==> src/rtl/mem_bus_ctrl_if.sv <==
// CPU-side memory bus: command, address and store data in, registered read data out.
// No handshake: a command presented in a cycle always completes at that cycle's closing edge.
interface mem_bus_ctrl_if #(
  parameter int DATA_W = 16,
  parameter int ADDR_W = 9
);
  logic [1:0]        mem_cmd;
  logic [ADDR_W-1:0] mem_addr;
  logic [DATA_W-1:0] write_data;
  logic [DATA_W-1:0] read_data;

  modport master (output mem_cmd, output mem_addr, output write_data, input read_data);
  modport slave  (input mem_cmd, input mem_addr, input write_data, output read_data);
endinterface

==> src/rtl/mem_bus_ctrl.sv <==
// Single-cycle bus controller decoding CPU transactions to RAM, LED register and switch port,
// with registered read data and a sticky first-error address capture.
module mem_bus_ctrl #(
  parameter int                DATA_W    = 16,
  parameter int                ADDR_W    = 9,
  parameter int                RAM_WORDS = 256,
  parameter logic [ADDR_W-1:0] LED_ADDR  = 9'h100,
  parameter logic [ADDR_W-1:0] SW_ADDR   = 9'h140
) (
  input  logic              clk,
  input  logic              reset,
  mem_bus_ctrl_if.slave     bus,
  input  logic [9:0]        sw,
  output logic [7:0]        led,
  output logic              bus_err,
  output logic [ADDR_W-1:0] err_addr
);
  localparam int IDX_W = $clog2(RAM_WORDS);

  localparam logic [1:0] MNONE  = 2'b00;
  localparam logic [1:0] MREAD  = 2'b01;
  localparam logic [1:0] MWRITE = 2'b10;

  logic [DATA_W-1:0] ram [RAM_WORDS];
  logic [IDX_W-1:0]  ram_idx;
  logic              ram_hit, led_hit, sw_hit;
  logic              is_read, ram_we, led_we, err_now;
  logic [9:0]        sw_meta, sw_sync;

  assign ram_idx = bus.mem_addr[IDX_W-1:0];

  always_comb begin
    ram_hit = ~bus.mem_addr[ADDR_W-1];
    led_hit = (bus.mem_addr == LED_ADDR);
    sw_hit  = (bus.mem_addr == SW_ADDR);
    is_read = 1'b0;
    ram_we  = 1'b0;
    led_we  = 1'b0;
    err_now = 1'b0;
    case (bus.mem_cmd)
      MNONE: ;
      MREAD: begin
        is_read = 1'b1;
        err_now = ~(ram_hit | led_hit | sw_hit);
      end
      MWRITE: begin
        ram_we  = ram_hit;
        led_we  = led_hit;
        err_now = ~(ram_hit | led_hit);
      end
      default: err_now = 1'b1;
    endcase
  end

  // RAM has no reset; a write presented while reset is low is simply dropped.
  always_ff @(posedge clk) begin
    if (reset && ram_we)
      ram[ram_idx] <= bus.write_data;
  end

  always_ff @(posedge clk) begin
    if (!reset) begin
      bus.read_data <= '0;
      led           <= '0;
      bus_err       <= 1'b0;
      err_addr      <= '0;
      sw_meta       <= '0;
      sw_sync       <= '0;
    end else begin
      sw_meta <= sw;
      sw_sync <= sw_meta;
      if (is_read) begin
        if (ram_hit)      bus.read_data <= ram[ram_idx];
        else if (led_hit) bus.read_data <= {{(DATA_W-8){1'b0}}, led};
        else if (sw_hit)  bus.read_data <= {{(DATA_W-10){1'b0}}, sw_sync};
        else              bus.read_data <= '0;
      end
      if (led_we)
        led <= bus.write_data[7:0];
      // Only the first illegal access since reset is recorded.
      if (err_now) begin
        bus_err <= 1'b1;
        if (!bus_err)
          err_addr <= bus.mem_addr;
      end
    end
  end
endmodule
==> src/flat_wrapper.sv <==
// flat-port wrapper written by rule: the top's interface ports become plain ports
module mem_bus_ctrl_flat 
#(
  parameter int                DATA_W    = 16,
  parameter int                ADDR_W    = 9,
  parameter int                RAM_WORDS = 256,
  parameter logic [ADDR_W-1:0] LED_ADDR  = 9'h100,
  parameter logic [ADDR_W-1:0] SW_ADDR   = 9'h140
)
  (clk, reset, sw, led, bus_err, err_addr, bus_mem_cmd, bus_mem_addr, bus_write_data, bus_read_data);
  mem_bus_ctrl_if #(.DATA_W(DATA_W), .ADDR_W(ADDR_W)) bus_i ();
  input  logic clk;
  input  logic reset;
  input  logic [9:0] sw;
  output logic [7:0] led;
  output logic bus_err;
  output logic [ADDR_W-1:0] err_addr;
  input wire logic [$bits(bus_i.mem_cmd)-1:0] bus_mem_cmd;
  input wire logic [$bits(bus_i.mem_addr)-1:0] bus_mem_addr;
  input wire logic [$bits(bus_i.write_data)-1:0] bus_write_data;
  output wire logic [$bits(bus_i.read_data)-1:0] bus_read_data;
  assign bus_i.mem_cmd = bus_mem_cmd;
  assign bus_i.mem_addr = bus_mem_addr;
  assign bus_i.write_data = bus_write_data;
  assign bus_read_data = bus_i.read_data;
  mem_bus_ctrl #(.DATA_W(DATA_W), .ADDR_W(ADDR_W), .RAM_WORDS(RAM_WORDS), .LED_ADDR(LED_ADDR), .SW_ADDR(SW_ADDR)) u_core (.clk(clk), .reset(reset), .bus(bus_i), .sw(sw), .led(led), .bus_err(bus_err), .err_addr(err_addr));
endmodule
==> config.mk <==
export PLATFORM = sky130hd
export DESIGN_NAME = mem_bus_ctrl_flat
export DESIGN_NICKNAME = d
export VERILOG_FILES = /design/src/rtl/mem_bus_ctrl_if.sv /design/src/rtl/mem_bus_ctrl.sv /design/src/flat_wrapper.sv
export SDC_FILE = /design/constraint.sdc
export NUM_CORES = 2
export LEC_CHECK = 0
export BUFFER_PORTS_ARGS = -buffer_cell sky130_fd_sc_hd__buf_2
export CORE_MARGIN = 2
export CORE_UTILIZATION = 45
export DETAILED_ROUTE_END_ITERATION = 6
export SKIP_CTS_REPAIR_TIMING = 1
export SLEW_MARGIN = 40
export SYNTH_ARGS = -nofsm -noshare
export SYNTH_HDL_FRONTEND = slang
export SYNTH_SLANG_ARGS = --single-unit
==> constraint.sdc <==
create_clock -name clk -period 9.1 [get_ports clk]
set_input_delay 1.82 -clock clk [delete_from_list [all_inputs] [get_ports clk]]
set_output_delay 1.82 -clock clk [all_outputs]
set_load 0.05 [all_outputs]
# After elaboration in Yosys (flattened, before gate mapping)
# Memory sizes are Yosys's and may differ from the RTL's.
# Index checks and enable logic that the tools add are counted.
# totals
memories,1
ram_bits,4096
latch_bits,0
input_bits,39
mem_bits_ro,0
regBits,54
# memory_table
name,words,word_bits,rd,rd_ports_with_merged_regs,write_ports,line,source
u_core.ram,256,16,1,0,1,mem_bus_ctrl.sv:24,logic [DATA_W-1:0] ram [RAM_WORDS];
# classes
bitwise,6
n_mul,0
order_cmp,0
n_mux,9
shifts,0
eq_ne,4
div,0
reduce_logical,3
add_sub_neg,0
# ops
cell,count
16-bit two-way mux,2
"9-bit == test, second input constant",2
10-bit two-way mux,1
1-bit two-way mux,5
1-bit inverter,4
1-bit one-hot mux with 3 select lines,1
"2-bit by 1-bit == test with 1-bit output, second input constant",1
"2-bit == test, second input constant",1
2-bit zero test,1
1-bit bitwise OR,2
2-bit AND reduction,1
1-bit logical AND,1

# Logic depth before layout (Yosys ltp)
# depth
word_depth,6
mapped_depth,14

# Worst setup path before layout
# OpenSTA, ideal clock, no wires.
# synth_timing
path_type,input -> register
startpoint,in bus_mem_addr[0]
endpoint,"mem u_core.ram[105][0], enable pin"
stages,11
path_buffers,7
setup_slack_ns,4.321
arrival_ns,4.390
required_ns,8.712
setup_time_ns,0.388
path_cell_list,buf_6 buf_6 buf_6 buf_6 buf_6 inv_1 buf_2 nor3_1 nand2_1 clkbuf_1 nor2_1
# synth_rtl
item,line,source
from (decl),flat_wrapper.sv:19,input wire logic [$bits(bus_i.mem_addr)-1:0] bus_mem_addr;
to (decl),mem_bus_ctrl.sv:24,
# No word-level cell before the write port.

# Final worst setup path
# layout_timing
startpoint,in bus_mem_addr[1]
endpoint,reg u_core.bus.read_data[2]
# layout_via
elab_chain_cells,4
# layout_rtl
item,line,source
branches (longest 3 deep; another with memory 256 x 16 bit),n/a,
16-bit two-way mux (*),mem_bus_ctrl.sv:73,if (ram_hit) bus.read_data <= ram[ram_idx];
to (signal assigned),mem_bus_ctrl.sv:73,
to (signal assigned),mem_bus_ctrl.sv:74,"else if (led_hit) bus.read_data <= {{(DATA_W-8){1'b0}}, led};"
to (signal assigned),mem_bus_ctrl.sv:75,"else if (sw_hit) bus.read_data <= {{(DATA_W-10){1'b0}}, sw_sync};"
to (decl),mem_bus_ctrl_if.sv:13,"modport slave (input mem_cmd, input mem_addr, input write_data, output read_data);"
# Every way passes the cells marked *.
# A chain may end at the register's enable or synchronous reset.

==> impl_metrics.csv <==
group,metric,value,unit
outcome,outcome,"finished with violations",
outcome,violations,"design-rule violations",
grt,grt_max_degree,171,
placed_design,port_buffers,72,
sta,post-route-period-util,62.3,%
yosys,ys_seq_elements,4150,
job,max_cap_violations,0,
grt,overflow,0,
critical_path,crit_required,9.92,ns
floorplan,core,353000,µm²
clocking,root_buffer,"clkbuf_16",
sta,fin_setup_tns,0,ns
clocking,clk_pin_slew,0.06,ns
yosys,syn_area,159000,µm²
yosys,syn_inst,7150,
floorplan,start_util,45.2,%
yosys,async_flop_share,0,%
yosys,synth_ff_type,"edfxtp_1",
grt,grt_pass1_wl,633000,µm
routing,drtIter0Drc,12597,
power_and_ir_drop,peakVddDrop,0.179,mV
layout,area_delta_synth_final,13.8,%
critical_path,path_common_cell,"buf_12",
sta,rsz0062_at_grt,"no",
clocking,clockBufferDepth,4,
placed_design,gp_congestion,0.931,
routing,first_pass_iters,7,
floorplan,fp.dieArea,359000,µm²
floorplan,ios,73,
layout,fillers,27333,
critical_path,start_kind,"primary input",
sta,hold_viol,0,
layout,final_layout_size_suffix_gt1_share,28.2,%
yosys,synth_edf_count,4096,
floorplan,die_y,599,µm
critical_path,critPathMaxStageDelay,0.86,ns
sta,fin_ws,3.43,ns
yosys,synth.yosys.seq_area_share,77.8,%
routing,final_antenna_net_count,0,
sta,fin_worst_skew,0.109,ns
layout,finish.utilization,51.5,%
sta,worst_pin_slew,1.04,ns
clocking,insertion_delay,1.02,ns
critical_path,cp.arrival,6.49,ns
power_and_ir_drop,power_leakage,56.4,nW
critical_path,end_kind,"register",
worst_hold_path,hold_path.class,"register to register",
grt,antenna_found_initial,34,
placed_design,dpl_cell_area,168000,µm²
layout,fin_area,182000,µm²
critical_path,path_cells,"buf_12 > buf_16 > buf_12 > buf_4 > mux4_2 > o21ai_0 > a31oi_1 > a2111oi_1 > and3_1 > a2111oi_0",
yosys,postSynthAreaPerCell,22.3,µm²
sta,slew_headroom,29.6,%
sta,slew_violations,0,
floorplan,rows,218,
yosys,yosysWarnings,0,
critical_path,worstSetupPathType,"primary input to register",
routing,dr_total_vias,79569,
sta,whs,0.437,ns
layout,final_nets,7586,
clocking,cts_made_buffers,422,
yosys,synth_cell_types,66,
grt,grt_pass1_vias,77707,
floorplan,die_x,599,µm
grt,grt_usage,25.4,%
sta,fmax,0.176,GHz
critical_path,cp_max_fo,79,
placed_design,dp_hpwl,277000,µm
routing,drt-total-wl,460000,µm
sta,finalSetupViolations,0,
critical_path,slowest_stage,"a2111oi_1",
yosys,synth_fp_nets,7189,
routing,drc,11,
placed_design,dpl_worst_slack,2.37,ns
clocking,numClockSinks,4150,
clocking,cts_htree_levels,5,
power_and_ir_drop,power-per-cell-area,220,nW/µm²
clocking,cts_tree,"built",
routing,detail_route.wl_per_cell,36.4,µm
sta,min_period,5.67,ns
routing,viasPerCell,6.29,
## metal layers
metal	vias to the layer above	GRT usage (%)	share of wire [%]
met5	-	0	0.035
li1	31159	-	-
met1	43003	36.4	40
met4	20	10.2	4.6
met2	4493	37.9	45
met3	894	5.86	10
## report_power, final
| part | internal, mW | switching, mW | total, mW |
|---|---|---|---|
| registers | 21.0 | 0.0180 | 21.0 |
| clock network | 9.56 | 7.34 | 16.9 |
| logic | 0.647 | 1.38 | 2.02 |
| total | 31.2 | 8.74 | 40.0 |
## cell usage after synthesis, drive strengths merged, types with 3 or more instances
library cell | n | area, µm²
buf | 290 | 1900
a21oi | 47 | 235
mux4 | 996 | 22400
a41oi | 3 | 26.3
a2111oi | 27 | 244
mux2 | 37 | 417
nand4 | 23 | 144
and3 | 14 | 87.6
and4b | 3 | 30.0
nor4 | 15 | 93.8
nand3 | 106 | 531
a22oi | 95 | 713
o221ai | 19 | 166
a221oi | 47 | 412
and4 | 3 | 26.3
nor2 | 309 | 1160
and3b | 3 | 26.3
o22ai | 34 | 213
nor3 | 43 | 215
o211ai | 3 | 22.5
or2 | 4 | 25.0
nor3b | 3 | 22.5
nor2b | 56 | 350
a31oi | 55 | 344
nand2b | 15 | 93.8
inv | 4 | 15.0
nand4b | 5 | 43.8
edfxtp | 4096 | 123000
o21ai | 51 | 255
clkbuf | 136 | 510
mux2i | 328 | 3280
nand3b | 4 | 30.0
a22o | 36 | 315
and2 | 31 | 194
dfxtp | 54 | 1080
o32ai | 8 | 70.1
nand2 | 105 | 394
a21o | 3 | 22.5
a32oi | 4 | 35.0
a211oi | 14 | 105
## layout by cell type (no fill, tap or decap), drive strengths merged, types with 15 or more instances in the layout
cell | Yosys | routed
inv | 4 | 21
edfxtp | 4096 | 4096
a22oi | 95 | 95
mux2i | 328 | 328
nor4 | 15 | 15
bufinv | 0 | 34
a2111oi | 27 | 27
o21ai | 51 | 51
nand2 | 105 | 105
a221oi | 47 | 47
a22o | 36 | 36
mux4 | 996 | 996
nor2b | 56 | 56
o221ai | 19 | 19
o22ai | 34 | 34
dfxtp | 54 | 54
buf | 290 | 388
a21oi | 47 | 47
clkbuf | 136 | 527
nor2 | 309 | 309
nand4 | 23 | 23
nor3 | 43 | 43
nand2b | 15 | 15
nand3 | 106 | 106
clkinv | 0 | 204
mux2 | 37 | 37
a31oi | 55 | 55
and2 | 31 | 31
## path summary, 6_finish.rpt
check                                   startpoint                       to  slack, ns  cells past startpoint
worst min register to register   u_core.sw_meta[6]        u_core.sw_sync[6]       0.44                      1
worst min-delay path             u_core.sw_meta[6]        u_core.sw_sync[6]       0.44                      1
worst max-delay path               bus_mem_addr[1]  u_core.bus.read_data[2]       3.43                     10
worst max register to register  u_core.ram[110][5]  u_core.bus.read_data[5]       5.72                      7
## cell families (layout without fill, tap and decap cells)
| logic type | Yosys count | count (layout) | synth area share (%) |
|---|---|---|---|
| muxes | 1361 | 1361 | 16.4 |
| and+or+nand+nor | 747 | 747 | 2.20 |
| AOI/OAI and AO/OA | 462 | 462 | 2.08 |
| other | 0 | 12 | 0 |
| DFF | 4150 | 4150 | 77.8 |
| buffers and inverters | 430 | 1181 | 1.52 |
## cell type report
class | instances | area [µm²] | area share (%)
clock inverters | 262 | 2400 | 1.32
diodes | 12 | 30.0 | 0.0165
well taps | 4730 | 5920 | 3.26
multi-input cells | 2570 | 34400 | 19.0
clock buffers | 516 | 11000 | 6.05
flip-flops and latches | 4150 | 124000 | 68.4
inverters | 4 | 15.0 | 0.00827
repair buffers | 399 | 3700 | 2.04
## through the flow
step           std cells  power (mW)
3_5_place_dp       11836        23.4
4_1_cts            12614        40.1
2_1_floorplan       7150        22.4
3_3_place_gp       11818        23.4
5_1_grt            12633        40.9
6_report           12643        40.0
## worst max-delay path: cells and delay by family
kind                   cells  cell delay, ns
AND/OR/NAND/NOR            1            0.31
buffers and inverters      4            1.83
AO/OA/AOI/OAI              4            1.55
multiplexers               1            0.60
## state kept, by name, summed over array words and instances (netlist names)
register and flops:
u_core.ram 4096, u_core.bus.read_data 16, u_core.sw_meta 10, u_core.sw_sync 10, u_core.err_addr 9, u_core.led 8, u_core.bus_err 1
Note: power is estimated with default switching activity, not from simulation.
